===== src/rtl/csr_cmd_sequencer.sv =====
// CSR command sequencer: queues WRITE/READ/POLL commands and replays them on a reg_req/reg_rsp bus.
// Optional feature macro CSR_SEQ_POLL_TIMEOUT_EN bounds POLL retries and enables the TIMEOUT status.
module csr_cmd_sequencer #(
  parameter int CMD_FIFO_DEPTH = 4,
  parameter int POLL_GAP       = 4,
  parameter int POLL_TIMEOUT   = 1024
) (
  input  logic        clk_i,
  input  logic        rst_ni,
  input  logic        cmd_valid_i,
  output logic        cmd_ready_o,
  input  logic [1:0]  cmd_op_i,
  input  logic [31:0] cmd_addr_i,
  input  logic [31:0] cmd_data_i,
  input  logic [31:0] cmd_mask_i,
  input  logic        flush_i,
  output logic        reg_valid_o,
  output logic        reg_write_o,
  output logic [31:0] reg_addr_o,
  output logic [31:0] reg_wdata_o,
  output logic [3:0]  reg_wstrb_o,
  input  logic        reg_ready_i,
  input  logic [31:0] reg_rdata_i,
  input  logic        reg_error_i,
  output logic        rsp_valid_o,
  input  logic        rsp_ready_i,
  output logic [31:0] rsp_data_o,
  output logic [1:0]  rsp_status_o,
  output logic        busy_o
);

  localparam int AW = (CMD_FIFO_DEPTH > 1) ? $clog2(CMD_FIFO_DEPTH) : 1;
  localparam int GW = (POLL_GAP > 1) ? $clog2(POLL_GAP) : 1;
  localparam logic [AW:0] FULL_CNT = CMD_FIFO_DEPTH[AW:0];

  localparam logic [1:0] OP_WRITE = 2'b00;
  localparam logic [1:0] OP_POLL  = 2'b10;
  localparam logic [1:0] OP_ILL   = 2'b11;

  localparam logic [1:0] ST_OK      = 2'b00;
  localparam logic [1:0] ST_BUS_ERR = 2'b01;
  localparam logic [1:0] ST_TIMEOUT = 2'b10;
  localparam logic [1:0] ST_ILL     = 2'b11;

  typedef struct packed {
    logic [1:0]  op;
    logic [31:0] addr;
    logic [31:0] data;
    logic [31:0] mask;
  } cmd_t;

  typedef enum logic [1:0] {IDLE, REQ, GAP, RESP} state_t;

  state_t state_q, state_d;

  cmd_t          fifo_mem [CMD_FIFO_DEPTH];
  cmd_t          cmd_in, head, cur;
  logic [AW-1:0] wr_ptr, rd_ptr;
  logic [AW:0]   count;
  logic          full, empty, push, pop;

  logic [31:0]   rsp_data;
  logic [1:0]    rsp_status;
  logic [GW-1:0] gap_cnt;
  logic          is_write, is_poll, poll_match, req_done, poll_expired;

  // ---------------- command FIFO ----------------
  assign cmd_in      = {cmd_op_i, cmd_addr_i, cmd_data_i, cmd_mask_i};
  assign head        = fifo_mem[rd_ptr];
  assign full        = (count == FULL_CNT);
  assign empty       = (count == '0);
  assign cmd_ready_o = ~full;
  // A flush cycle drops any offered command and never feeds the FSM.
  assign push        = cmd_valid_i & ~full & ~flush_i;
  assign pop         = (state_q == IDLE) & ~empty & ~flush_i;

  always_ff @(posedge clk_i or negedge rst_ni) begin
    if (!rst_ni) begin
      wr_ptr <= '0;
      rd_ptr <= '0;
      count  <= '0;
    end else if (flush_i) begin
      wr_ptr <= '0;
      rd_ptr <= '0;
      count  <= '0;
    end else begin
      if (push) wr_ptr <= wr_ptr + AW'(1);
      if (pop)  rd_ptr <= rd_ptr + AW'(1);
      if (push && !pop)      count <= count + (AW+1)'(1);
      else if (!push && pop) count <= count - (AW+1)'(1);
    end
  end

  always_ff @(posedge clk_i) begin
    if (push) fifo_mem[wr_ptr] <= cmd_in;
  end

  // ---------------- completion decode ----------------
  assign is_write   = (cur.op == OP_WRITE);
  assign is_poll    = (cur.op == OP_POLL);
  assign poll_match = ((reg_rdata_i ^ cur.data) & cur.mask) == '0;
  assign req_done   = reg_error_i | ~is_poll | poll_match;

`ifdef CSR_SEQ_POLL_TIMEOUT_EN
  localparam int PW = $clog2(POLL_TIMEOUT + 1);
  logic [PW-1:0] poll_cnt, poll_cnt_inc;

  assign poll_cnt_inc = poll_cnt + PW'(1);
  assign poll_expired = (poll_cnt_inc == PW'(POLL_TIMEOUT));

  always_ff @(posedge clk_i or negedge rst_ni) begin
    if (!rst_ni)                                    poll_cnt <= '0;
    else if (pop)                                   poll_cnt <= '0;
    else if (state_q == REQ && reg_ready_i && !req_done) poll_cnt <= poll_cnt_inc;
  end
`else
  assign poll_expired = 1'b0;
`endif

  // ---------------- FSM ----------------
  always_ff @(posedge clk_i or negedge rst_ni) begin
    if (!rst_ni) state_q <= IDLE;
    else         state_q <= state_d;
  end

  always_comb begin
    state_d = state_q;
    unique case (state_q)
      IDLE: if (pop)         state_d = (head.op == OP_ILL) ? RESP : REQ;
      REQ:  if (reg_ready_i) state_d = (req_done || poll_expired) ? RESP : GAP;
      GAP:  if (gap_cnt == '0) state_d = REQ;
      RESP: if (rsp_ready_i) state_d = IDLE;
      default:               state_d = IDLE;
    endcase
  end

  // Working command and response registers.
  always_ff @(posedge clk_i or negedge rst_ni) begin
    if (!rst_ni) begin
      cur        <= '0;
      rsp_data   <= '0;
      rsp_status <= ST_OK;
      gap_cnt    <= '0;
    end else begin
      unique case (state_q)
        IDLE: if (pop) begin
          cur        <= head;
          rsp_data   <= '0;
          rsp_status <= (head.op == OP_ILL) ? ST_ILL : ST_OK;
        end
        REQ: if (reg_ready_i) begin
          gap_cnt    <= GW'(POLL_GAP - 1);
          rsp_data   <= (is_write && !reg_error_i) ? '0 : reg_rdata_i;
          if (reg_error_i)   rsp_status <= ST_BUS_ERR;
          else if (req_done) rsp_status <= ST_OK;
          else               rsp_status <= poll_expired ? ST_TIMEOUT : ST_OK;
        end
        GAP: if (gap_cnt != '0) gap_cnt <= gap_cnt - GW'(1);
        default: ;
      endcase
    end
  end

  // Outputs decode from state only, so valid drops as soon as reset asserts.
  always_comb begin
    reg_valid_o  = (state_q == REQ);
    reg_write_o  = reg_valid_o & is_write;
    reg_addr_o   = reg_valid_o ? cur.addr : '0;
    reg_wdata_o  = reg_write_o ? cur.data : '0;
    reg_wstrb_o  = reg_write_o ? 4'hF : 4'h0;
    rsp_valid_o  = (state_q == RESP);
    rsp_data_o   = rsp_valid_o ? rsp_data : '0;
    rsp_status_o = rsp_valid_o ? rsp_status : ST_OK;
    busy_o       = ~empty | (state_q != IDLE);
  end

endmodule

===== config.mk =====
export PLATFORM = sky130hd
export DESIGN_NAME = csr_cmd_sequencer
export DESIGN_NICKNAME = d
export VERILOG_FILES = /design/src/rtl/csr_cmd_sequencer.sv
export SDC_FILE = /design/constraint.sdc
export NUM_CORES = 1
export LEC_CHECK = 0
export CORE_AREA = 2 2 294 151
export CTS_BUF_LIST = sky130_fd_sc_hd__clkbuf_16
export CTS_CLUSTER_SIZE = 16
export DETAILED_ROUTE_END_ITERATION = 6
export DIE_AREA = 0 0 296 153
export PLACE_DENSITY = 0.81
export SKIP_CTS_REPAIR_TIMING = 1
export SYNTH_ARGS = -nofsm -noshare
export SYNTH_HDL_FRONTEND = slang
export SYNTH_SLANG_ARGS = --single-unit

===== constraint.sdc =====
create_clock -name clk_i -period 3.35 [get_ports clk_i]
set_input_delay 0.335 -clock clk_i [delete_from_list [all_inputs] [get_ports clk_i]]
set_output_delay 0.335 -clock clk_i [all_outputs]
set_load 0.005 [all_outputs]

**After elaboration in Yosys (flattened, before gate mapping)**

Memory sizes are Yosys's and may differ from the RTL's.
Cells that the tools add are included.

- Register bits: 143
- Bits in writable memories: 392
- Output and inout bits: 107
- Word-level logic and storage cells: 97
- Memories kept: 1

- $add $sub $neg: 5
- Equality and inequality tests: 11
- Muxes and demuxes: 33
- Bitwise operators: 14
- Reductions and logical operators: 22

Memories:

| name | depth | width | read ports | clocked after memory_dff | write ports | RTL line | text |
|---|---|---|---|---|---|---|---|
| fifo_mem | 4 | 98 | 1 | 0 | 1 | 56 | `cmd_t fifo_mem [CMD_FIFO_DEPTH];` |

Operators with widths:

| cell | number |
|---|---|
| 32-bit 2-to-1 mux | 6 |
| 32-bit case mux with 2 select lines | 1 |
| 32-bit AND | 1 |
| 32-bit zero test | 1 |
| 32-bit bitwise XOR | 1 |
| 2-bit 2-to-1 mux | 15 |
| 2-bit nonzero test | 6 |
| 3-bit 2-to-1 mux | 3 |
| 2-bit equality test, second input constant | 4 |
| 2-bit case mux with 2 select lines | 2 |
| 2-bit case mux with 4 select lines | 1 |
| 2-bit zero test | 3 |
| 2-bit inequality test, second input constant | 3 |
| 3-bit AND reduction | 2 |
| 1-bit AND | 5 |
| 2-bit by 1-bit adder with 2-bit output, second input constant | 2 |
| 1-bit 2-to-1 mux | 4 |
| 4-bit 2-to-1 mux | 1 |
| 2-bit by 1-bit inequality test with 1-bit output, second input constant | 2 |
| 1-bit NOT | 4 |
| 4-bit AND reduction | 1 |
| 3-bit by 1-bit adder with 3-bit output, second input constant | 1 |
| 3-bit equality test, second input constant | 1 |
| 1-bit logical AND | 3 |
| other kinds (8) | 12 |

**Logic depth before layout (Yosys ltp)**

Gate-level depths: netlist (run 1).

- Word-level depth: 9
- Gate-level depth with buffers: 7
- Gate-level depth less buffers: 7

**Least setup slack after synthesis (run 1)**

Ideal clock, no wire load.

- Kind: reg2reg
- From: register count[2]
- To: memory fifo_mem[0][0] (netlist name), enable pin
- Library setup time: 468 ps
- Arrival: 3176 ps
- Required time: 2882 ps
- Setup slack: -294 ps
- Stages on the path, launching flop included: 5
- Path buffers: 0
- Period minus slack after synthesis: 3644 ps
- Path through: dfrtp_1 -> or3b_1 -> nand2_2 -> nor2_1 -> and2_1

- Longest elaborated chain between the ends: 6

Ends and longest elaborated chain:

| item | RTL line | text |
|---|---|---|
| from (decl) | 59 | `logic [AW:0] count;` |
| from (signal assigned) | 89 | `if (push && !pop) count <= count + (AW+1)'(1);` |
| from (signal assigned) | 90 | `else if (!push && pop) count <= count - (AW+1)'(1);` |
| 3-bit equality test | 70 | `assign full = (count == FULL_CNT);` |
| 1-bit NOT | - |  |
| net cmd_ready_o | 11 | `output logic cmd_ready_o,` |
| 1-bit AND (2 in series) | 74 | `assign push = cmd_valid_i & ~full & ~flush_i;` |
| 1-bit 2-to-1 mux | 95 | `if (push) fifo_mem[wr_ptr] <= cmd_in;` |
| 1-bit 2-to-1 mux (implied by the code) | 95 |  |
| to (decl) | 56 |  |

The timed path passes the listed nets, and every way through them passes these cells.

**Worst setup path in the final report (run 1)**

- From: register state_q[1]
- To: output reg_addr_o[14]

- Longest elaborated chain between the ends: 2

Ends and longest elaborated chain:

| item | RTL line | text |
|---|---|---|
| from (decl) | 54 | `state_t state_q, state_d;` |
| from (signal assigned) | 123 | `else state_q <= state_d;` |
| 2-bit by 1-bit equality test with 1-bit output | 166 | `reg_valid_o = (state_q == REQ);` |
| 32-bit 2-to-1 mux | 168 | `reg_addr_o = reg_valid_o ? cur.addr : '0;` |
| to (decl) | 19 | `output logic [31:0] reg_addr_o,` |

No other way between the ends.

==> out/qor.log, run 1 <==
qor: timing.setup-violations-final 0
qor: hold_path.worst_min_path_class in -> async
qor: timing.max_clk_rate 0.343 GHz
qor: placed_design.portbufs 243
qor: finish.filler_cell_count 3136
qor: routing.drt.antenna.violating_nets 0
qor: routing.drc 0
qor: power_and_ir_drop.clock_power_share 0.282
qor: floorplan.fp.dieArea 45300 sq um
qor: yosys.syn_area 21000 sq um
qor: power_and_ir_drop.p_sw_frac 0.280
qor: floorplan.initial_utilization 0.491
qor: global_routing.first_global_vias 11566
qor: worst_setup_path.crit_type reg -> out
qor: finish.finished_core_util 0.603
qor: yosys.post-synth-top-area-cell sky130_fd_sc_hd__edfxtp_1
qor: yosys.yosys-mux-area-fraction 0.158
qor: clock_network.clock_tree_sinks 535
qor: finish.nNetsFinal 1520
qor: routing.post_drt_wl_per_cell 23.0 um
qor: floorplan.placeableCoreArea 42800 sq um
qor: clock_network.clock_tree.root_cell sky130_fd_sc_hd__clkbuf_16
qor: power_and_ir_drop.cellLeakagePower 9.05 nW
qor: timing.worst_margin_pin_slew 0.813 ns
qor: timing.max-slew-margin-rel 0.458
qor: timing.clock-skew-final 0.0158 ns
qor: power_and_ir_drop.power.sequential.fraction 0.453
qor: worst_setup_path.critical_path_required 3.01 ns
qor: yosys.synth-edff-count 392
qor: yosys.post_synth_fa_ha_maj_area_fraction 0.00393
qor: flow_run.max_cap_viol_count 0
qor: worst_setup_path.worst_r2r_startpoint state_q[1]$_DFFE_PN0P_
qor: worst_setup_path.crit_path_end_kind primary output
qor: power_and_ir_drop.power.density 773 nW/um^2
qor: routing.drt_first_iter_violations 868
qor: power_and_ir_drop.comb_power_share 0.265
qor: yosys.ys_warn_count 0
qor: global_routing.grt_use_total 0.208
qor: run_status.run_status completed
qor: clock_network.clkTransAtPathRegs 0.07 ns
qor: worst_setup_path.cp_max_fo 36
qor: global_routing.grt_pass1_wl 70600 um
qor: yosys.number_of_register_bits_inferred_by_synthesis 535
qor: placed_design.hpwlAfterDp 29200 um
qor: global_routing.antenna_found_initial 4
qor: timing.post-route-period-util 0.870
qor: yosys.yosysSeqAreaShare 0.730
qor: yosys.simple_gate_share_of_the_synthesized_area 0.0541
qor: yosys.synth-async-reset-ratio 0.267
qor: yosys.dominantRegCellSynth sky130_fd_sc_hd__edfxtp_1
qor: global_routing.grt_start_max_net_pins 99
qor: clock_network.cts.path.max_buffers 3
qor: floorplan.std_cell_rows 54
qor: yosys.syn_avg_cell_area 18.8 sq um
qor: yosys.synth_nets 1264
qor: clock_network.cts-buffers-inserted 47
qor: routing.dr.pass1.iters 5
qor: yosys.main_area_contributors_after_synthesis sky130_fd_sc_hd__edfxtp_1 56%, sky130_fd_sc_hd__dfrtp_1 17%, sky130_fd_sc_hd__mux4_2 10%
qor: yosys.distinct_cell_type_count_of_the_synthesized_netlist 46
qor: global_routing.globalRoute.totalOverflow 0
qor: floorplan.die_height 153 um
qor: timing.timing_max_transition_violations_final 0
qor: timing.timing_hold_violations_final 0
qor: clock_network.tritoncts_clock_tree done
qor: routing.drt-total-wl 46000 um
qor: yosys.synth_xor_area_frac 0.0154
qor: yosys.synth_cells 1121
qor: timing.final.min_clock_period 2.91 ns
qor: routing.detailroute.via_count 10987
qor: finish.area_taken_by_multi_input_logic_gates 5300 sq um
qor: finish.layout.area.seq 15400 sq um
qor: yosys.yosys.area.top_type_share 0.560
qor: power_and_ir_drop.cellInternalPower 14.4 mW
qor: placed_design.finalWeightedCongestion 0.788
qor: floorplan.chipWidth 296 um
qor: timing.rsz_0062_raised_after_global_routing no
qor: clock_network.h_tree_levels 2
qor: floorplan.top_level_ports 244
qor: worst_setup_path.origin_of_the_worst_setup_path state_q[1]$_DFFE_PN0P_
qor: power_and_ir_drop.power.ir.vdd_worst 501 uV
qor: clock_network.clk_latency 0.56 ns
qor: power_and_ir_drop.net-switching-power 5.59 mW
qor: worst_setup_path.cp_data_arrival_time 2.58 ns
qor: routing.post_drt_via_cell_ratio 5.48
qor: worst_setup_path.worst_setup_path_start_kind flop
qor: yosys.synth_top_family_by_area multiplexers
qor: finish.drive_gt1_frac 0.182
qor: timing.final.setup.tns 0 ns
qor: finish.area.growth.synth_to_final 22.8%
qor: yosys.synth-compound-area-share 0.0189
-- synthesized netlist by cell type (all sizes together) (2+ instances only) --
cell type,instances
a21oi,4
a22oi,16
and2,69
and3,36
buf,36
clkbuf,29
dfrtp,143
edfxtp,392
ha,5
inv,6
mux2,98
mux4,98
nand2,76
nand4,4
nor2,8
nor2b,3
nor3,6
nor3b,2
nor4,2
o21ai,39
o31a,2
xnor2,4
xor2,33
-- stage by stage --
step	hold slack [ns]	total power, mW	instances	setup WS, ns	area, sq um
2_1_floorplan	0.0394	12.4	1121	0.795	21000
3_3_place_gp	0.436	14.3	1915	0.888	24200
3_5_place_dp	0.439	14.5	1915	0.830	24200
4_1_cts	-0.157	20.2	2002	0.433	25800
5_1_grt	0.369	20.9	2003	0.308	25800
6_report	0.375	20.0	2004	0.436	25800
-- path summary, 6_finish.rpt --
path	end	slack (ns)	cells after the start
setup / recovery	reg_addr_o[14]	0.44	4
hold / removal	cur[10]$_DFFE_PN0P_	0.38	2
setup reg to reg	rsp_status[0]$_DFFE_PN0P_	1.01	6
hold reg to reg	cur[65]$_DFFE_PN0P_	0.48	1
max in group asynchronous	rsp_data[4]$_DFFE_PN0P_	2.12	3
min in group clk_i	rsp_data[14]$_DFFE_PN0P_	0.39	3
-- layout make-up --
class	instances	area share
Timing Repair Buffer	272	0.108
Inverter	6	0.000872
Sequential cell	535	0.595
Clock buffer	51	0.0494
Antenna cell	1	0.0000969
Clock inverter	36	0.0130
Tap cell	588	0.0285
Multi-Input combinational cell	515	0.205
-- power by group through the flow --
stage	clock (mW)	sequential, mW	combinational, mW
floorplan	0	8.79	3.59
CTS	5.74	9.06	5.37
global placement	0	9.12	5.21
detailed placement	0	9.18	5.34
finish	5.63	9.04	5.29
global route	6.01	9.18	5.74
-- state kept, by name, summed over array words and instances (netlist names) --
signal,count
count,3
cur,98
fifo_mem,392
gap_cnt,2
rd_ptr,2
rsp_data,32
rsp_status,2
state_q,2
wr_ptr,2
-- worst max-delay path, cell delays in order (launching register included) --
cell and delay, ns:
sky130_fd_sc_hd__dfrtp_1 0.62, sky130_fd_sc_hd__nor2b_4 0.20, sky130_fd_sc_hd__buf_4 0.40, sky130_fd_sc_hd__and2_1 0.25, sky130_fd_sc_hd__clkdlybuf4s50_1 0.53
-- layout by cell type (no fill, tap or decap), types with 4 or more instances in the layout --
cell type and instances:
sky130_fd_sc_hd__ha_1 5, sky130_fd_sc_hd__mux2_1 44, sky130_fd_sc_hd__xnor2_1 4, sky130_fd_sc_hd__clkdlybuf4s50_1 242
sky130_fd_sc_hd__o21ai_1 33, sky130_fd_sc_hd__buf_4 17, sky130_fd_sc_hd__clkinv_1 13, sky130_fd_sc_hd__nor2_1 8
sky130_fd_sc_hd__nand2_1 75, sky130_fd_sc_hd__inv_1 16, sky130_fd_sc_hd__nand4_1 4, sky130_fd_sc_hd__and3_1 36
sky130_fd_sc_hd__mux2_2 49, sky130_fd_sc_hd__mux2_4 5, sky130_fd_sc_hd__mux4_2 98, sky130_fd_sc_hd__and2_4 4
sky130_fd_sc_hd__a22oi_1 16, sky130_fd_sc_hd__dfrtp_1 141, sky130_fd_sc_hd__xor2_1 33, sky130_fd_sc_hd__edfxtp_1 392
sky130_fd_sc_hd__o21ai_0 6, sky130_fd_sc_hd__bufinv_16 7, sky130_fd_sc_hd__clkbuf_16 51, sky130_fd_sc_hd__nor3_1 4
sky130_fd_sc_hd__buf_12 11, sky130_fd_sc_hd__and2_1 65
-- logic make-up after synthesis --
logic type | after synthesis
simple gates | 210
mux | 196
compound gates | 66
fa+ha+maj | 6
buf+inv | 71
flops | 535
xor+xnor | 37
-- routing by layer --
metal  GRT usage  share of wire  up-vias
li1            -              -     4831
met2       0.335           0.49      380
met4      0.0418          0.016        4
met1       0.298           0.43     5710
met3      0.0422          0.068       62
met5           0        0.00063        -
(Power assumes the default switching activity.)
==> inputs of run 2 (changes only) <==
- ABC_CLOCK_PERIOD_IN_PS: default -> 3350
- CTS_CLUSTER_SIZE: 16 -> 14
- SKIP_CTS_REPAIR_TIMING: 1 -> default
==> run 2 against run 1 <==
Sequential power about the same. Final area fell by 0.83%. Clock-buffer cell count shrank 2. Critical endpoint is now reg_wdata_o[5]. Global-route usage about the same. Utilization fell by 0.50 points. Die area unchanged. Clock power shrank 11%. Sequential share of layout area rose by 0.50 points. Worst hold slack improved by 0.0078 ns.
==> out/qor.log, run 2 (same netlist as run 1, synthesis figures left out) <==
qor: run_status.run_status completed
qor: timing.max-slew-margin-rel 0.461
qor: global_routing.globalRoute.totalOverflow 0
qor: flow_run.max_cap_viol_count 0
qor: routing.post_drt_via_cell_ratio 5.47
qor: clock_network.tritoncts_clock_tree done
qor: worst_setup_path.endpoint reg_wdata_o[5]
qor: timing.worst_margin_pin_slew 0.808 ns
qor: worst_setup_path.cpMaxStageDelayCell sky130_fd_sc_hd__dfrtp_1
qor: finish.top_regs fifo_mem: 392 flops, cur: 98 flops, rsp_data: 32 flops
qor: timing.post-route-period-util 0.866
qor: worst_setup_path.crit_path_buf_inv_count 2
qor: clock_network.cts-buffers-inserted 47
qor: timing.timing_max_transition_violations_final 0
qor: worst_setup_path.cp_max_fo 21
qor: clock_network.clock_tree.root_cell sky130_fd_sc_hd__clkbuf_16
qor: worst_setup_path.cp_data_arrival_time 2.56 ns
qor: clock_network.postCtsHoldBufs 1
qor: power_and_ir_drop.cellLeakagePower 8.99 nW
qor: floorplan.top_level_ports 244
qor: timing.clock-skew-final 0.00850 ns
qor: worst_setup_path.critical_path_cell_count 5
qor: worst_setup_path.worst_r2r_startpoint state_q[1]$_DFFE_PN0P_
qor: worst_setup_path.reg2reg_depth 6
qor: worst_setup_path.timing.rr.end count[2]$_DFFE_PN0P_
qor: routing.dr.pass1.iters 5
qor: global_routing.grt_pass1_wl 70400 um
qor: finish.layout.cells.most_common_list 392 x sky130_fd_sc_hd__edfxtp_1, 242 x sky130_fd_sc_hd__clkdlybuf4s50_1, 141 x sky130_fd_sc_hd__dfrtp_1
qor: routing.drc 0
qor: worst_setup_path.setup.reg_to_reg.worst_slack 1.04 ns
qor: clock_network.clock_tree_sinks 535
qor: clock_network.h_tree_levels 2
qor: power_and_ir_drop.power.density 754 nW/um^2
qor: routing.drt-total-wl 46000 um
qor: floorplan.die_height 153 um
qor: placed_design.hpwlAfterDp 29200 um
qor: worst_setup_path.origin_of_the_worst_setup_path state_q[1]$_DFFE_PN0P_
qor: global_routing.grt_start_max_net_pins 99
qor: routing.detailroute.via_count 10961
qor: worst_setup_path.worst_setup_path_start_kind flop
qor: finish.largest_register fifo_mem
qor: finish.drive_gt1_frac 0.175
qor: global_routing.first_global_vias 11504
qor: floorplan.placeableCoreArea 42800 sq um
qor: clock_network.cts_post_setup_buffers_inserted 0
qor: routing.drt.antenna.violating_nets 0
qor: timing.timing_hold_violations_final 0
qor: global_routing.antenna_found_initial 4
qor: timing.final.setup.tns 0 ns
qor: hold_path.worst_min_path_class in -> async
qor: finish.nNetsFinal 1520
qor: global_routing.grt_use_total 0.208
qor: finish.layout.cells.most_common sky130_fd_sc_hd__edfxtp_1
qor: floorplan.chipWidth 296 um
qor: finish.area.growth.synth_to_final 21.7%
qor: placed_design.portbufs 243
qor: power_and_ir_drop.p_total 19.3 mW
qor: clock_network.cts_resized 0
qor: routing.post_drt_wl_per_cell 23.0 um
qor: floorplan.fp.dieArea 45300 sq um
qor: finish.filler_cell_count 3157
qor: placed_design.finalWeightedCongestion 0.788
qor: clock_network.clk_latency 0.55 ns
qor: power_and_ir_drop.power.ir.vdd_worst 499 uV
qor: worst_setup_path.timing.critical_path.max_delay_family buffers and inverters
qor: timing.rsz_0062_raised_after_global_routing no
qor: timing.max_clk_rate 0.345 GHz
qor: clock_network.clkTransAtPathRegs 0.06 ns
qor: timing.final.min_clock_period 2.90 ns
qor: worst_setup_path.crit_type reg -> out
qor: clock_network.cts.path.max_buffers 3
qor: worst_setup_path.crit_path_end_kind primary output
qor: routing.drt_first_iter_violations 943
qor: floorplan.initial_utilization 0.491
qor: worst_setup_path.crit_path_cell_trace nor2b_4 > nor3b_4 > buf_4 > and2_1 > clkdlybuf4s50_1
qor: worst_setup_path.critical_path_required 3.01 ns
qor: worst_setup_path.slowest_delay 0.61 ns
qor: floorplan.std_cell_rows 54
qor: finish.largest_reg_flops 392
qor: timing.setup-violations-final 0
[run 2: how the worst min path moves through the flow]
stage / slack, ns / depth (start not counted) / end / startpoint
floorplan: 0.04 / 0 / count[0]$_DFFE_PN0P_ / rst_ni
global placement: 0.44 / 1 / cur[10]$_DFFE_PN0P_ / rst_ni
detailed placement: 0.44 / 1 / cur[10]$_DFFE_PN0P_ / rst_ni
CTS: 0.36 / 3 / rsp_data[14]$_DFFE_PN0P_ / reg_rdata_i[14]
global route: 0.36 / 3 / rsp_data[14]$_DFFE_PN0P_ / reg_rdata_i[14]
finish: 0.38 / 2 / cur[10]$_DFFE_PN0P_ / rst_ni
[run 2: per-stage QoR]
stage	cell area, sq um	hold WS, ns	worst slack, ns	utilization	instances
after detailed placement	24200	0.439	0.830	0.565	1915
final	25600	0.383	0.450	0.598	2003
after global routing	25600	0.357	0.313	0.598	2002
after floorplan	21000	0.0394	0.795	-	1121
after CTS	25600	0.364	0.430	0.598	2002
after global placement	24200	0.436	0.888	0.565	1915
[run 2: cell type report]
class,instances,area (sq um),area share
Antenna cell,1,2.50,0.0000977
Clock buffer,49,1230,0.0479
Clock inverter,37,170,0.00665
Inverter,6,22.5,0.000880
Multi-Input combinational cell,515,5300,0.207
Sequential cell,535,15400,0.600
Tap cell,588,736,0.0287
Timing Repair Buffer,272,2790,0.109
[run 2: power by group]
part	leakage, nW	internal, mW	total (mW)	switching [mW]
clock network	0.751	2.70	5.00	2.29
registers	5.32	8.28	9.04	0.761
logic	2.92	2.81	5.27	2.47
[run 2: routing by layer]
metal  GRT usage  vias up  part of all wire
met4      0.0452        6             0.019
li1            -     4825                 -
met1       0.295     5725              0.43
met5           0        -           0.00094
met3      0.0494       68             0.069
met2       0.332      337              0.48
==> inputs of run 3 (changes only) <==
- CORE_AREA: 2 2 294 151 -> 4 4 296 153
- DIE_AREA: 0 0 296 153 -> 0 0 300 157
==> run 3 against run 2 <==
Clock-buffer cell count fell by 2. Worst setup slack better by 0.059 ns. Clock power is 3% lower. Via count is 0.74% higher. Power is 0.29% lower. Utilization rose by 0.079 points. Non-clock buffer count is 4 higher. Critical path depth grew 1. Critical path type unchanged. Largest cell class unchanged.
==> out/qor.log, run 3 (same netlist as run 1, synthesis figures left out) <==
qor: floorplan.std_cell_rows 54
qor: routing.drc 0
qor: hold_path.worst_min_path_class in -> async
qor: routing.drt_first_iter_violations 970
qor: timing.worst_margin_pin_slew 0.833 ns
qor: placed_design.portbufs 243
qor: clock_network.cts_post_setup_buffers_inserted 0
qor: flow_run.max_cap_viol_count 0
qor: clock_network.cts-buffers-inserted 46
qor: global_routing.grt_start_max_net_pins 68
qor: timing.max_clk_rate 0.352 GHz
qor: timing.timing_max_transition_violations_final 0
qor: routing.detailroute.via_count 11042
qor: worst_setup_path.timing.critical_path.max_delay_family buffers and inverters
qor: worst_setup_path.cpMaxStageDelayCell sky130_fd_sc_hd__clkdlybuf4s50_1
qor: placed_design.finalWeightedCongestion 0.806
qor: worst_setup_path.crit_type reg -> out
qor: worst_setup_path.crit_path_frequent_cell sky130_fd_sc_hd__buf_4
qor: routing.post_drt_via_cell_ratio 5.50
qor: routing.drt-total-wl 48200 um
qor: worst_setup_path.critical_path_required 3.01 ns
qor: clock_network.clock_tree_sinks 535
qor: global_routing.grt_use_total 0.205
qor: timing.final.setup.tns 0 ns
qor: routing.dr.pass1.iters 5
qor: worst_setup_path.slowest_delay 0.53 ns
qor: worst_setup_path.reg2reg_depth 3
qor: power_and_ir_drop.cellLeakagePower 9.03 nW
qor: floorplan.fp.dieArea 47100 sq um
qor: finish.largest_register fifo_mem
qor: worst_setup_path.crit_path_end_kind primary output
qor: power_and_ir_drop.power.ir.vdd_worst 480 uV
qor: floorplan.die_height 157 um
qor: finish.largest_reg_flops 392
qor: finish.area.growth.synth_to_final 21.9%
qor: floorplan.chipWidth 300 um
qor: timing.setup-violations-final 0
qor: worst_setup_path.crit_path_buf_inv_count 3
qor: routing.drt.antenna.violating_nets 0
qor: worst_setup_path.worst_setup_path_start_kind flop
qor: timing.rsz_0062_raised_after_global_routing no
qor: worst_setup_path.worst_r2r_startpoint rd_ptr[0]$_DFFE_PN0P_
qor: worst_setup_path.timing.rr.end cur[27]$_DFFE_PN0P_
qor: global_routing.grt_pass1_wl 72500 um
qor: timing.clock-skew-final 0.0196 ns
qor: finish.drive_gt1_frac 0.177
qor: clock_network.postCtsHoldBufs 1
qor: routing.post_drt_wl_per_cell 24.0 um
qor: worst_setup_path.cp_max_fo 18
qor: timing.timing_hold_violations_final 0
qor: timing.post-route-period-util 0.848
qor: clock_network.cts_resized 0
qor: clock_network.clkTransAtPathRegs 0.07 ns
qor: worst_setup_path.setup.reg_to_reg.worst_slack 1.07 ns
qor: finish.top_regs fifo_mem: 392 flops, cur: 98 flops, rsp_data: 32 flops
qor: placed_design.hpwlAfterDp 31500 um
qor: global_routing.first_global_vias 11559
qor: clock_network.tritoncts_clock_tree done
qor: floorplan.placeableCoreArea 42800 sq um
qor: clock_network.clk_latency 0.56 ns
qor: power_and_ir_drop.power.density 751 nW/um^2
qor: clock_network.cts.path.max_buffers 3
qor: finish.layout.cells.most_common sky130_fd_sc_hd__edfxtp_1
qor: worst_setup_path.crit_path_cell_trace buf_4 > nor2b_4 > nor3b_4 > buf_4 > and2_1 > clkdlybuf4s50_1
qor: worst_setup_path.cp_data_arrival_time 2.51 ns
qor: finish.layout.cells.most_common_list 392 x sky130_fd_sc_hd__edfxtp_1, 242 x sky130_fd_sc_hd__clkdlybuf4s50_1, 141 x sky130_fd_sc_hd__dfrtp_1
qor: clock_network.h_tree_levels 2
qor: floorplan.top_level_ports 244
qor: run_status.run_status completed
qor: floorplan.initial_utilization 0.491
qor: clock_network.clock_tree.root_cell sky130_fd_sc_hd__clkbuf_16
qor: timing.final.min_clock_period 2.84 ns
qor: global_routing.globalRoute.totalOverflow 0
qor: finish.nNetsFinal 1523
qor: worst_setup_path.critical_path_cell_count 6
qor: finish.finished_core_util 0.599
qor: global_routing.antenna_found_initial 8
qor: timing.max-slew-margin-rel 0.445
## run 3: cell count changes in the layout (fill, tap and decap cells not counted)
cell / before / now
sky130_fd_sc_hd__clkinv_1: 14 / 4
sky130_fd_sc_hd__bufinv_16: 1 / 0
sky130_fd_sc_hd__clkinv_4: 0 / 1
sky130_fd_sc_hd__buf_12: 11 / 16
sky130_fd_sc_hd__buf_4: 17 / 16
sky130_fd_sc_hd__clkbuf_16: 49 / 47
sky130_fd_sc_hd__clkinv_2: 4 / 1
sky130_fd_sc_hd__o31a_1: 2 / 1
sky130_fd_sc_hd__inv_6: 0 / 2
sky130_fd_sc_hd__diode_2: 1 / 3
sky130_fd_sc_hd__o31a_2: 0 / 1
sky130_fd_sc_hd__inv_1: 24 / 35
## run 3: where the power goes
group / total [mW] / leakage, nW / internal [mW] / switching (mW)
clock: 4.83 / 0.757 / 2.53 / 2.30
sequential: 9.12 / 5.32 / 8.28 / 0.843
combinational: 5.31 / 2.95 / 2.86 / 2.44
## run 3: worst max path at each step
stage | start | end
after floorplan | count[2]$_DFFE_PN0P_ | fifo_mem[0][0]$_DFFE_PP_
after global placement | flush_i | fifo_mem[3][65]$_DFFE_PP_
after detailed placement | flush_i | fifo_mem[0][59]$_DFFE_PP_
after CTS | state_q[0]$_DFFE_PN0P_ | reg_wdata_o[31]
after global routing | state_q[0]$_DFFE_PN0P_ | reg_wdata_o[31]
final | state_q[0]$_DFFE_PN0P_ | reg_wdata_o[15]
## run 3: metal layers
layer | GRT usage | up-vias | wire length, um
li1 | - | 4821 | -
met1 | 0.284 | 5728 | 20100
met2 | 0.335 | 408 | 23600
met3 | 0.0452 | 75 | 3390
met4 | 0.0556 | 10 | 1080
met5 | 0 | - | 76
## run 3: through the flow
step           area, sq um  hold WS (ns)  worst slack [ns]  power, mW  instances
5_1_grt              25600         0.377             0.399       20.2       2007
6_report             25600         0.334             0.509       19.3       2007
2_1_floorplan        21000        0.0394             0.795       12.4       1121
3_3_place_gp         24300         0.379             0.885       14.3       1919
4_1_cts              25600         0.346             0.495       19.4       2004
3_5_place_dp         24300         0.398             0.844       14.6       1919
## run 3: area by class of cell
class	instances	area [sq um]
antenna	3	7.51
clock buffer	47	1180
clock inverter	37	155
fill	3110	17200
inverter	6	22.5
multi-input combinational	515	5300
sequential	535	15400
tap	588	736
timing repair buffer	276	2880
